===== src/rtl/ddram_arbiter_pkg.sv =====
// Shared types and constants for the two-client DDRAM arbiter.
// Optional build macro DDRAM_ARB_PRIO_EN selects fixed priority instead of round-robin.
package ddram_arb_pkg;

    localparam int ADDR_W = 29;
    localparam int DATA_W = 64;
    localparam int BE_W   = DATA_W / 8;

    localparam logic C_CPU  = 1'b0;
    localparam logic C_SECD = 1'b1;

    typedef enum logic [1:0] {
        IDLE      = 2'd0,
        GRANT     = 2'd1,
        WRITE     = 2'd2,
        READ_WAIT = 2'd3
    } arb_state_t;

endpackage


===== src/rtl/ddram_arbiter_if.sv =====
// DDRAM Avalon-style master bus: the arbiter uses the master modport, the memory the slave one.
interface ddram_arbiter_if #(
    parameter int CNT_W = 8
);
    import ddram_arb_pkg::*;

    logic              DDRAM_BUSY;
    logic [CNT_W-1:0]  DDRAM_BURSTCNT;
    logic [ADDR_W-1:0] DDRAM_ADDR;
    logic [DATA_W-1:0] DDRAM_DOUT;
    logic              DDRAM_DOUT_READY;
    logic              DDRAM_RD;
    logic [DATA_W-1:0] DDRAM_DIN;
    logic [BE_W-1:0]   DDRAM_BE;
    logic              DDRAM_WE;

    modport master (
        input  DDRAM_BUSY, DDRAM_DOUT, DDRAM_DOUT_READY,
        output DDRAM_BURSTCNT, DDRAM_ADDR, DDRAM_RD, DDRAM_DIN, DDRAM_BE, DDRAM_WE
    );

    modport slave (
        output DDRAM_BUSY, DDRAM_DOUT, DDRAM_DOUT_READY,
        input  DDRAM_BURSTCNT, DDRAM_ADDR, DDRAM_RD, DDRAM_DIN, DDRAM_BE, DDRAM_WE
    );

endinterface


===== src/rtl/ddram_arbiter_pick.sv =====
// Combinational two-way picker: round-robin on `last`, or fixed CPU priority
// when DDRAM_ARB_PRIO_EN is defined.
module ddram_arb_pick
    import ddram_arb_pkg::*;
(
    input  logic [1:0] req,
    input  logic       last,
    output logic       grant,
    output logic       valid
);

    always_comb begin
        valid = |req;
        grant = C_CPU;
        if (req == 2'b11) begin
`ifdef DDRAM_ARB_PRIO_EN
            grant = C_CPU;
`else
            grant = ~last;
`endif
        end else if (req[1]) begin
            grant = C_SECD;
        end
    end

`ifdef DDRAM_ARB_PRIO_EN
    logic unused_last;
    assign unused_last = last;
`endif

endmodule


===== src/rtl/ddram_arbiter.sv =====
// Shares one 64-bit DDRAM master port between the CPU (client 0) and SECD (client 1) paths.
// Build macro DDRAM_ARB_PRIO_EN (in ddram_arb_pick) switches round-robin to fixed CPU priority.
module ddram_arbiter
    import ddram_arb_pkg::*;
#(
    parameter int CNT_W = 8
) (
    input  logic              DDRAM_CLK,
    input  logic              reset,
    ddram_arbiter_if.master   ddram,

    output logic              c0_busy,
    input  logic [CNT_W-1:0]  c0_burstcnt,
    input  logic [ADDR_W-1:0] c0_addr,
    output logic [DATA_W-1:0] c0_dout,
    output logic              c0_dout_ready,
    input  logic              c0_rd,
    input  logic              c0_we,
    input  logic [DATA_W-1:0] c0_din,
    input  logic [BE_W-1:0]   c0_be,

    output logic              c1_busy,
    input  logic [CNT_W-1:0]  c1_burstcnt,
    input  logic [ADDR_W-1:0] c1_addr,
    output logic [DATA_W-1:0] c1_dout,
    output logic              c1_dout_ready,
    input  logic              c1_rd,
    input  logic              c1_we,
    input  logic [DATA_W-1:0] c1_din,
    input  logic [BE_W-1:0]   c1_be,

    output logic [1:0]        dbg_state
);

    localparam logic [CNT_W-1:0] CNT_ONE = {{(CNT_W-1){1'b0}}, 1'b1};

    arb_state_t       state;
    logic             grant;
    logic             last;
    logic [CNT_W-1:0] cnt;

    logic             pick_grant;
    logic             pick_valid;

    logic              own_rd;
    logic              own_we;
    logic [CNT_W-1:0]  own_burst;
    logic [ADDR_W-1:0] own_addr;
    logic [DATA_W-1:0] own_din;
    logic [BE_W-1:0]   own_be;
    logic              own_busy;
    logic              own_ready;
    logic              accept_wr;
    logic              accept_rd;

    ddram_arb_pick u_pick (
        .req   ({c1_rd | c1_we, c0_rd | c0_we}),
        .last  (last),
        .grant (pick_grant),
        .valid (pick_valid)
    );

    always_comb begin
        if (grant == C_SECD) begin
            own_rd    = c1_rd;
            own_we    = c1_we;
            own_burst = c1_burstcnt;
            own_addr  = c1_addr;
            own_din   = c1_din;
            own_be    = c1_be;
        end else begin
            own_rd    = c0_rd;
            own_we    = c0_we;
            own_burst = c0_burstcnt;
            own_addr  = c0_addr;
            own_din   = c0_din;
            own_be    = c0_be;
        end
    end

    // A write request masks a simultaneous read from the same client.
    assign accept_wr = own_we & ~ddram.DDRAM_BUSY;
    assign accept_rd = own_rd & ~own_we & ~ddram.DDRAM_BUSY;

    always_ff @(posedge DDRAM_CLK) begin
        if (reset) begin
            state <= IDLE;
            grant <= C_CPU;
            last  <= C_SECD;
            cnt   <= '0;
        end else begin
            case (state)
                IDLE: begin
                    if (pick_valid) begin
                        grant <= pick_grant;
                        state <= GRANT;
                    end
                end
                GRANT: begin
                    if (!(own_rd || own_we)) begin
                        state <= IDLE;
                    end else if (accept_wr) begin
                        if (own_burst <= CNT_ONE) begin
                            state <= IDLE;
                            last  <= grant;
                        end else begin
                            state <= WRITE;
                            cnt   <= own_burst - CNT_ONE;
                        end
                    end else if (accept_rd) begin
                        state <= READ_WAIT;
                        cnt   <= (own_burst == '0) ? CNT_ONE : own_burst;
                    end
                end
                WRITE: begin
                    if (accept_wr) begin
                        cnt <= cnt - CNT_ONE;
                        if (cnt == CNT_ONE) begin
                            state <= IDLE;
                            last  <= grant;
                        end
                    end
                end
                READ_WAIT: begin
                    if (ddram.DDRAM_DOUT_READY) begin
                        cnt <= cnt - CNT_ONE;
                        if (cnt == CNT_ONE) begin
                            state <= IDLE;
                            last  <= grant;
                        end
                    end
                end
                default: state <= IDLE;
            endcase
        end
    end

    always_comb begin
        ddram.DDRAM_BURSTCNT = own_burst;
        ddram.DDRAM_ADDR     = own_addr;
        ddram.DDRAM_DIN      = own_din;
        ddram.DDRAM_BE       = own_be;
        ddram.DDRAM_RD       = (state == GRANT) & own_rd & ~own_we;
        ddram.DDRAM_WE       = ((state == GRANT) || (state == WRITE)) & own_we;

        own_busy  = ((state == GRANT) || (state == WRITE)) ? ddram.DDRAM_BUSY : 1'b1;
        own_ready = (state == READ_WAIT) & ddram.DDRAM_DOUT_READY;

        c0_busy       = 1'b1;
        c1_busy       = 1'b1;
        c0_dout_ready = 1'b0;
        c1_dout_ready = 1'b0;
        if (grant == C_SECD) begin
            c1_busy       = own_busy;
            c1_dout_ready = own_ready;
        end else begin
            c0_busy       = own_busy;
            c0_dout_ready = own_ready;
        end
    end

    assign c0_dout   = ddram.DDRAM_DOUT;
    assign c1_dout   = ddram.DDRAM_DOUT;
    assign dbg_state = state;

endmodule

===== src/flat_wrapper.sv =====
// flat-port wrapper written by rule: the top's interface ports become plain ports
module ddram_arbiter_flat import ddram_arb_pkg::*;
#(
    parameter int CNT_W = 8
)
  (DDRAM_CLK, reset, c0_busy, c0_burstcnt, c0_addr, c0_dout, c0_dout_ready, c0_rd, c0_we, c0_din, c0_be, c1_busy, c1_burstcnt, c1_addr, c1_dout, c1_dout_ready, c1_rd, c1_we, c1_din, c1_be, dbg_state, ddram_DDRAM_BUSY, ddram_DDRAM_DOUT, ddram_DDRAM_DOUT_READY, ddram_DDRAM_BURSTCNT, ddram_DDRAM_ADDR, ddram_DDRAM_RD, ddram_DDRAM_DIN, ddram_DDRAM_BE, ddram_DDRAM_WE);
  ddram_arbiter_if #(.CNT_W(CNT_W)) ddram_i ();
  input  logic DDRAM_CLK;
  input  logic reset;
  output logic c0_busy;
  input  logic [CNT_W-1:0] c0_burstcnt;
  input  logic [ADDR_W-1:0] c0_addr;
  output logic [DATA_W-1:0] c0_dout;
  output logic c0_dout_ready;
  input  logic c0_rd;
  input  logic c0_we;
  input  logic [DATA_W-1:0] c0_din;
  input  logic [BE_W-1:0] c0_be;
  output logic c1_busy;
  input  logic [CNT_W-1:0] c1_burstcnt;
  input  logic [ADDR_W-1:0] c1_addr;
  output logic [DATA_W-1:0] c1_dout;
  output logic c1_dout_ready;
  input  logic c1_rd;
  input  logic c1_we;
  input  logic [DATA_W-1:0] c1_din;
  input  logic [BE_W-1:0] c1_be;
  output logic [1:0] dbg_state;
  input wire logic [$bits(ddram_i.DDRAM_BUSY)-1:0] ddram_DDRAM_BUSY;
  input wire logic [$bits(ddram_i.DDRAM_DOUT)-1:0] ddram_DDRAM_DOUT;
  input wire logic [$bits(ddram_i.DDRAM_DOUT_READY)-1:0] ddram_DDRAM_DOUT_READY;
  output wire logic [$bits(ddram_i.DDRAM_BURSTCNT)-1:0] ddram_DDRAM_BURSTCNT;
  output wire logic [$bits(ddram_i.DDRAM_ADDR)-1:0] ddram_DDRAM_ADDR;
  output wire logic [$bits(ddram_i.DDRAM_RD)-1:0] ddram_DDRAM_RD;
  output wire logic [$bits(ddram_i.DDRAM_DIN)-1:0] ddram_DDRAM_DIN;
  output wire logic [$bits(ddram_i.DDRAM_BE)-1:0] ddram_DDRAM_BE;
  output wire logic [$bits(ddram_i.DDRAM_WE)-1:0] ddram_DDRAM_WE;
  assign ddram_i.DDRAM_BUSY = ddram_DDRAM_BUSY;
  assign ddram_i.DDRAM_DOUT = ddram_DDRAM_DOUT;
  assign ddram_i.DDRAM_DOUT_READY = ddram_DDRAM_DOUT_READY;
  assign ddram_DDRAM_BURSTCNT = ddram_i.DDRAM_BURSTCNT;
  assign ddram_DDRAM_ADDR = ddram_i.DDRAM_ADDR;
  assign ddram_DDRAM_RD = ddram_i.DDRAM_RD;
  assign ddram_DDRAM_DIN = ddram_i.DDRAM_DIN;
  assign ddram_DDRAM_BE = ddram_i.DDRAM_BE;
  assign ddram_DDRAM_WE = ddram_i.DDRAM_WE;
  ddram_arbiter #(.CNT_W(CNT_W)) u_core (.DDRAM_CLK(DDRAM_CLK), .reset(reset), .ddram(ddram_i), .c0_busy(c0_busy), .c0_burstcnt(c0_burstcnt), .c0_addr(c0_addr), .c0_dout(c0_dout), .c0_dout_ready(c0_dout_ready), .c0_rd(c0_rd), .c0_we(c0_we), .c0_din(c0_din), .c0_be(c0_be), .c1_busy(c1_busy), .c1_burstcnt(c1_burstcnt), .c1_addr(c1_addr), .c1_dout(c1_dout), .c1_dout_ready(c1_dout_ready), .c1_rd(c1_rd), .c1_we(c1_we), .c1_din(c1_din), .c1_be(c1_be), .dbg_state(dbg_state));
endmodule

===== config.mk =====
export PLATFORM = sky130hd
export DESIGN_NAME = ddram_arbiter_flat
export DESIGN_NICKNAME = d
export VERILOG_FILES = /design/src/rtl/ddram_arbiter_pkg.sv /design/src/rtl/ddram_arbiter_if.sv /design/src/rtl/ddram_arbiter_pick.sv /design/src/rtl/ddram_arbiter.sv /design/src/flat_wrapper.sv
export SDC_FILE = /design/constraint.sdc
export NUM_CORES = 1
export LEC_CHECK = 0
export ABC_AREA = 1
export BUFFER_PORTS_ARGS = -buffer_cell sky130_fd_sc_hd__buf_2
export CAP_MARGIN = 20
export CORE_AREA = 2 2 210 212
export CTS_BUF_LIST = sky130_fd_sc_hd__clkbuf_4
export CTS_CLUSTER_SIZE = 12
export DETAILED_ROUTE_END_ITERATION = 12
export DIE_AREA = 0 0 212 214
export SLEW_MARGIN = 25
export SYNTH_ARGS = -nofsm -noshare
export SYNTH_HDL_FRONTEND = slang
export SYNTH_HIERARCHICAL = 1
export SYNTH_SLANG_ARGS = --single-unit

===== constraint.sdc =====
create_clock -name DDRAM_CLK -period 2.6 [get_ports DDRAM_CLK]
set_input_delay 0.39 -clock DDRAM_CLK [delete_from_list [all_inputs] [get_ports DDRAM_CLK]]
set_output_delay 0.39 -clock DDRAM_CLK [all_outputs]
set_load 0.1 [all_outputs]

==> out/metrics.json <==
{
  "run_status": {
    "status": "finished clean"
  },
  "timing": {
    "worst_clk_skew_ns": 0.00623,
    "rsz_0062_raised_after_global_routing": "no",
    "setup_violations": 0,
    "timing.final.crit_share_pct": 87.0,
    "hold_viol": 0,
    "postLayoutSetupSlackWorst_ns": 0.339,
    "clock.fmax_mhz": 442,
    "fin_crit_ns": 2.26,
    "slew-limit-headroom_pct": 62.9,
    "worst_slew_pin_slew_ns": 0.556,
    "maxSlewViolCount": 0
  },
  "global_route": {
    "initial_antenna_violation_count": 0,
    "grt_util_all_layers_pct": 9.76,
    "pin_count_of_the_biggest_net_entering_global_routing": 71,
    "grt_first_pass_wirelength_um": 32300,
    "first_global_vias": 4584,
    "grt_remaining_overflow": 0
  },
  "place": {
    "numPlacedInstances": 1507,
    "place.port_buffers": 342,
    "gp_routability_congestion": 0.840,
    "hpwl_um": 20900,
    "post-place-ws_ns": 0.582,
    "detailed_place.area_um2": 6820
  },
  "floorplan": {
    "die_area_um2": 45400,
    "start_util_pct": 8.66,
    "floorplan.die.height_um": 214,
    "pin_count": 535,
    "fp-row-count": 76,
    "placeableCoreArea_um2": 42900,
    "die_w_um": 212
  },
  "yosys": {
    "synthesized_area_um2": 3710,
    "synth_area_per_cell_um2": 5.10,
    "netlist_instances": 728,
    "synth_seq_cells": 12,
    "yosysSeqAreaShare_pct": 6.47,
    "synth_nets": 1028,
    "post_synth_num_cell_types": 30,
    "synthesis.yosys.warnings": 6
  },
  "clocking": {
    "inserted_clock_buffers": 3,
    "h-tree-depth": 1,
    "worst_skew_pair.late_latency_ns": 0.28,
    "clk_path_buf_depth": 2,
    "clkSinkCount": 12,
    "hold_buffers": 0,
    "post-cts-setup-buffers": 0,
    "clock_tree_from_tritoncts": "yes",
    "cts.root.buffer_cell": "sky130_fd_sc_hd__clkbuf_4",
    "post_cts_resize_count": 0,
    "worst_setup_hold_path_clk_slew_ns": 0.09
  },
  "cells_and_area": {
    "layout_common_cells": "sky130_fd_sc_hd__nand2_1, sky130_fd_sc_hd__buf_2, sky130_fd_sc_hd__buf_12",
    "antenna_cells_inserted": 0,
    "multiInputGateArea_um2": 2250,
    "layout_commonest_cell": "sky130_fd_sc_hd__nand2_1",
    "sequential_cell_area_um2": 245,
    "layoutNonFillerInstCount": 1511,
    "stdcell_area_um2": 6850,
    "drive_above_1_share_pct": 42.2,
    "fillerInstances": 4944,
    "fin_util_pct": 16.0,
    "num-nets-final": 1227,
    "synthToLayoutAreaGrowth_pct": 84.4
  },
  "setup_path": {
    "worst_ep_required_time_ns": 2.21,
    "crit_fanout": 53,
    "element_type_at_the_critical_path_end": "output port",
    "timing_worst_setup_path_type": "flop to output port",
    "crit_arrival_ns": 1.87,
    "crit_path_start_kind": "flop"
  },
  "routing": {
    "starting_drc_count_in_detailed_routing": 321,
    "drt_wl_total_um": 23100,
    "routed_wire_length_per_instance_um": 15.3,
    "final_antenna_net_count": 0,
    "routed_via_count": 4859,
    "drcViolationCount": 0,
    "route.detailed.vias_per_inst": 3.22,
    "dr.pass1.iters": 8
  },
  "flow_run": {
    "maxCapViolCount": 0
  },
  "pwr": {
    "power_mw": 10.6,
    "vdd.ir_drop.worst_v": 0.000763,
    "leakage_nw": 3.68,
    "powerDensity_nw_per_um2": 1550
  },
  "hold_path": {
    "worstHoldPathType": "input pin to flop"
  }
}
power by group:
| group | internal, mW | total [mW] | switching [mW] |
|---|---|---|---|
| Sequential | 0.268 | 0.370 | 0.102 |
| Clock | 0.0556 | 0.124 | 0.0689 |
| Combinational | 3.04 | 10.1 | 7.11 |
| Total | 3.36 | 10.6 | 7.28 |
kinds of logic (layout without fill, tap and decap cells):
group,count (synthesis),count (layout),share of synthesized area (%)
buffers and inverters,204,402,34.3
AO/OA/AOI/OAI,30,30,4.41
flip-flops,12,12,6.47
adder cells (fa/ha/maj),10,10,3.37
AND/OR/NAND/NOR,472,472,51.4
registers in the layout, indices dropped and copies added (netlist names):
signal and count:
u_core/dbg_state 2, u_core/grant 1, u_core/cnt 8, u_core/last 1
synthesized netlist by cell type:
library cell                 n  area (um2)
sky130_fd_sc_hd__ha_1       10         125
sky130_fd_sc_hd__nand3_2     2        20.0
sky130_fd_sc_hd__clkinv_1    2        7.51
sky130_fd_sc_hd__clkbuf_1   17        63.8
sky130_fd_sc_hd__buf_2       1        5.00
sky130_fd_sc_hd__nand3_1    21         105
sky130_fd_sc_hd__nand2_1   384        1440
sky130_fd_sc_hd__nor3_1      5        25.0
sky130_fd_sc_hd__nand2_4     2        22.5
sky130_fd_sc_hd__buf_1       4        15.0
sky130_fd_sc_hd__o21ai_2     2        17.5
sky130_fd_sc_hd__nor2_2      3        18.8
sky130_fd_sc_hd__or2_1       1        6.26
sky130_fd_sc_hd__inv_2       4        15.0
sky130_fd_sc_hd__a21oi_1    11        55.1
sky130_fd_sc_hd__o21ai_1     3        15.0
sky130_fd_sc_hd__nor2_1     33         124
sky130_fd_sc_hd__nand2_2    11        68.8
sky130_fd_sc_hd__nand4_1     4        25.0
sky130_fd_sc_hd__a21oi_2     1        8.76
sky130_fd_sc_hd__buf_4     129         968
sky130_fd_sc_hd__o21ai_0    11        55.1
sky130_fd_sc_hd__or2_2       2        12.5
sky130_fd_sc_hd__a31oi_1     1        6.26
sky130_fd_sc_hd__nand3b_1    1        7.51
sky130_fd_sc_hd__o22ai_1     1        6.26
sky130_fd_sc_hd__nor2_4      3        33.8
sky130_fd_sc_hd__buf_6       3        33.8
sky130_fd_sc_hd__dfxtp_1    12         240
sky130_fd_sc_hd__inv_1      44         165
path summary, 6_finish.rpt:
| path | startpoint | endpoint | slack [ns] | cells after the start |
|---|---|---|---|---|
| setup reg to reg | u_core/grant$_SDFFE_PP0P_ | u_core/cnt[0]$_SDFFE_PP0P_ | 0.53 | 11 |
| hold / removal | reset | u_core/cnt[2]$_SDFFE_PP0P_ | 0.33 | 2 |
| hold reg to reg | u_core/last$_SDFFE_PP1P_ | u_core/last$_SDFFE_PP1P_ | 0.47 | 2 |
| setup / recovery | u_core/grant$_SDFFE_PP0P_ | ddram_DDRAM_WE | 0.34 | 6 |
worst max-delay path: stages (launching register included):
cell	delay, ns
sky130_fd_sc_hd__dfxtp_4	0.49
sky130_fd_sc_hd__buf_12	0.24
sky130_fd_sc_hd__nand2_1	0.13
sky130_fd_sc_hd__nand2_4	0.14
sky130_fd_sc_hd__inv_2	0.06
sky130_fd_sc_hd__nor2_4	0.08
sky130_fd_sc_hd__buf_2	0.43
area by class of cell:
class | instances | share of cell area (%)
repair buffers | 348 | 49.7
multi-input cells | 512 | 32.9
flip-flops and latches | 12 | 3.58
well taps | 585 | 10.7
clock buffers | 3 | 0.329
inverters | 50 | 2.78
clock inverters | 1 | 0.0548
metal layers:
layer,vias up,GRT usage [%],wire length [um]
li1,2460,-,-
met1,2030,10.2,8110
met2,344,16.9,11200
met3,25,4.84,2930
met4,0,3.22,909
met5,-,0,0
stage by stage:
step / TNS [ns] / hold slack (ns)
5_1_grt: 0 / 0.320
3_5_place_dp: 0 / 0.453
3_3_place_gp: 0 / 0.451
2_1_floorplan: -0.308 / 0.429
4_1_cts: 0 / 0.316
6_report: 0 / 0.326
Power figures use the tool's default switching activity.
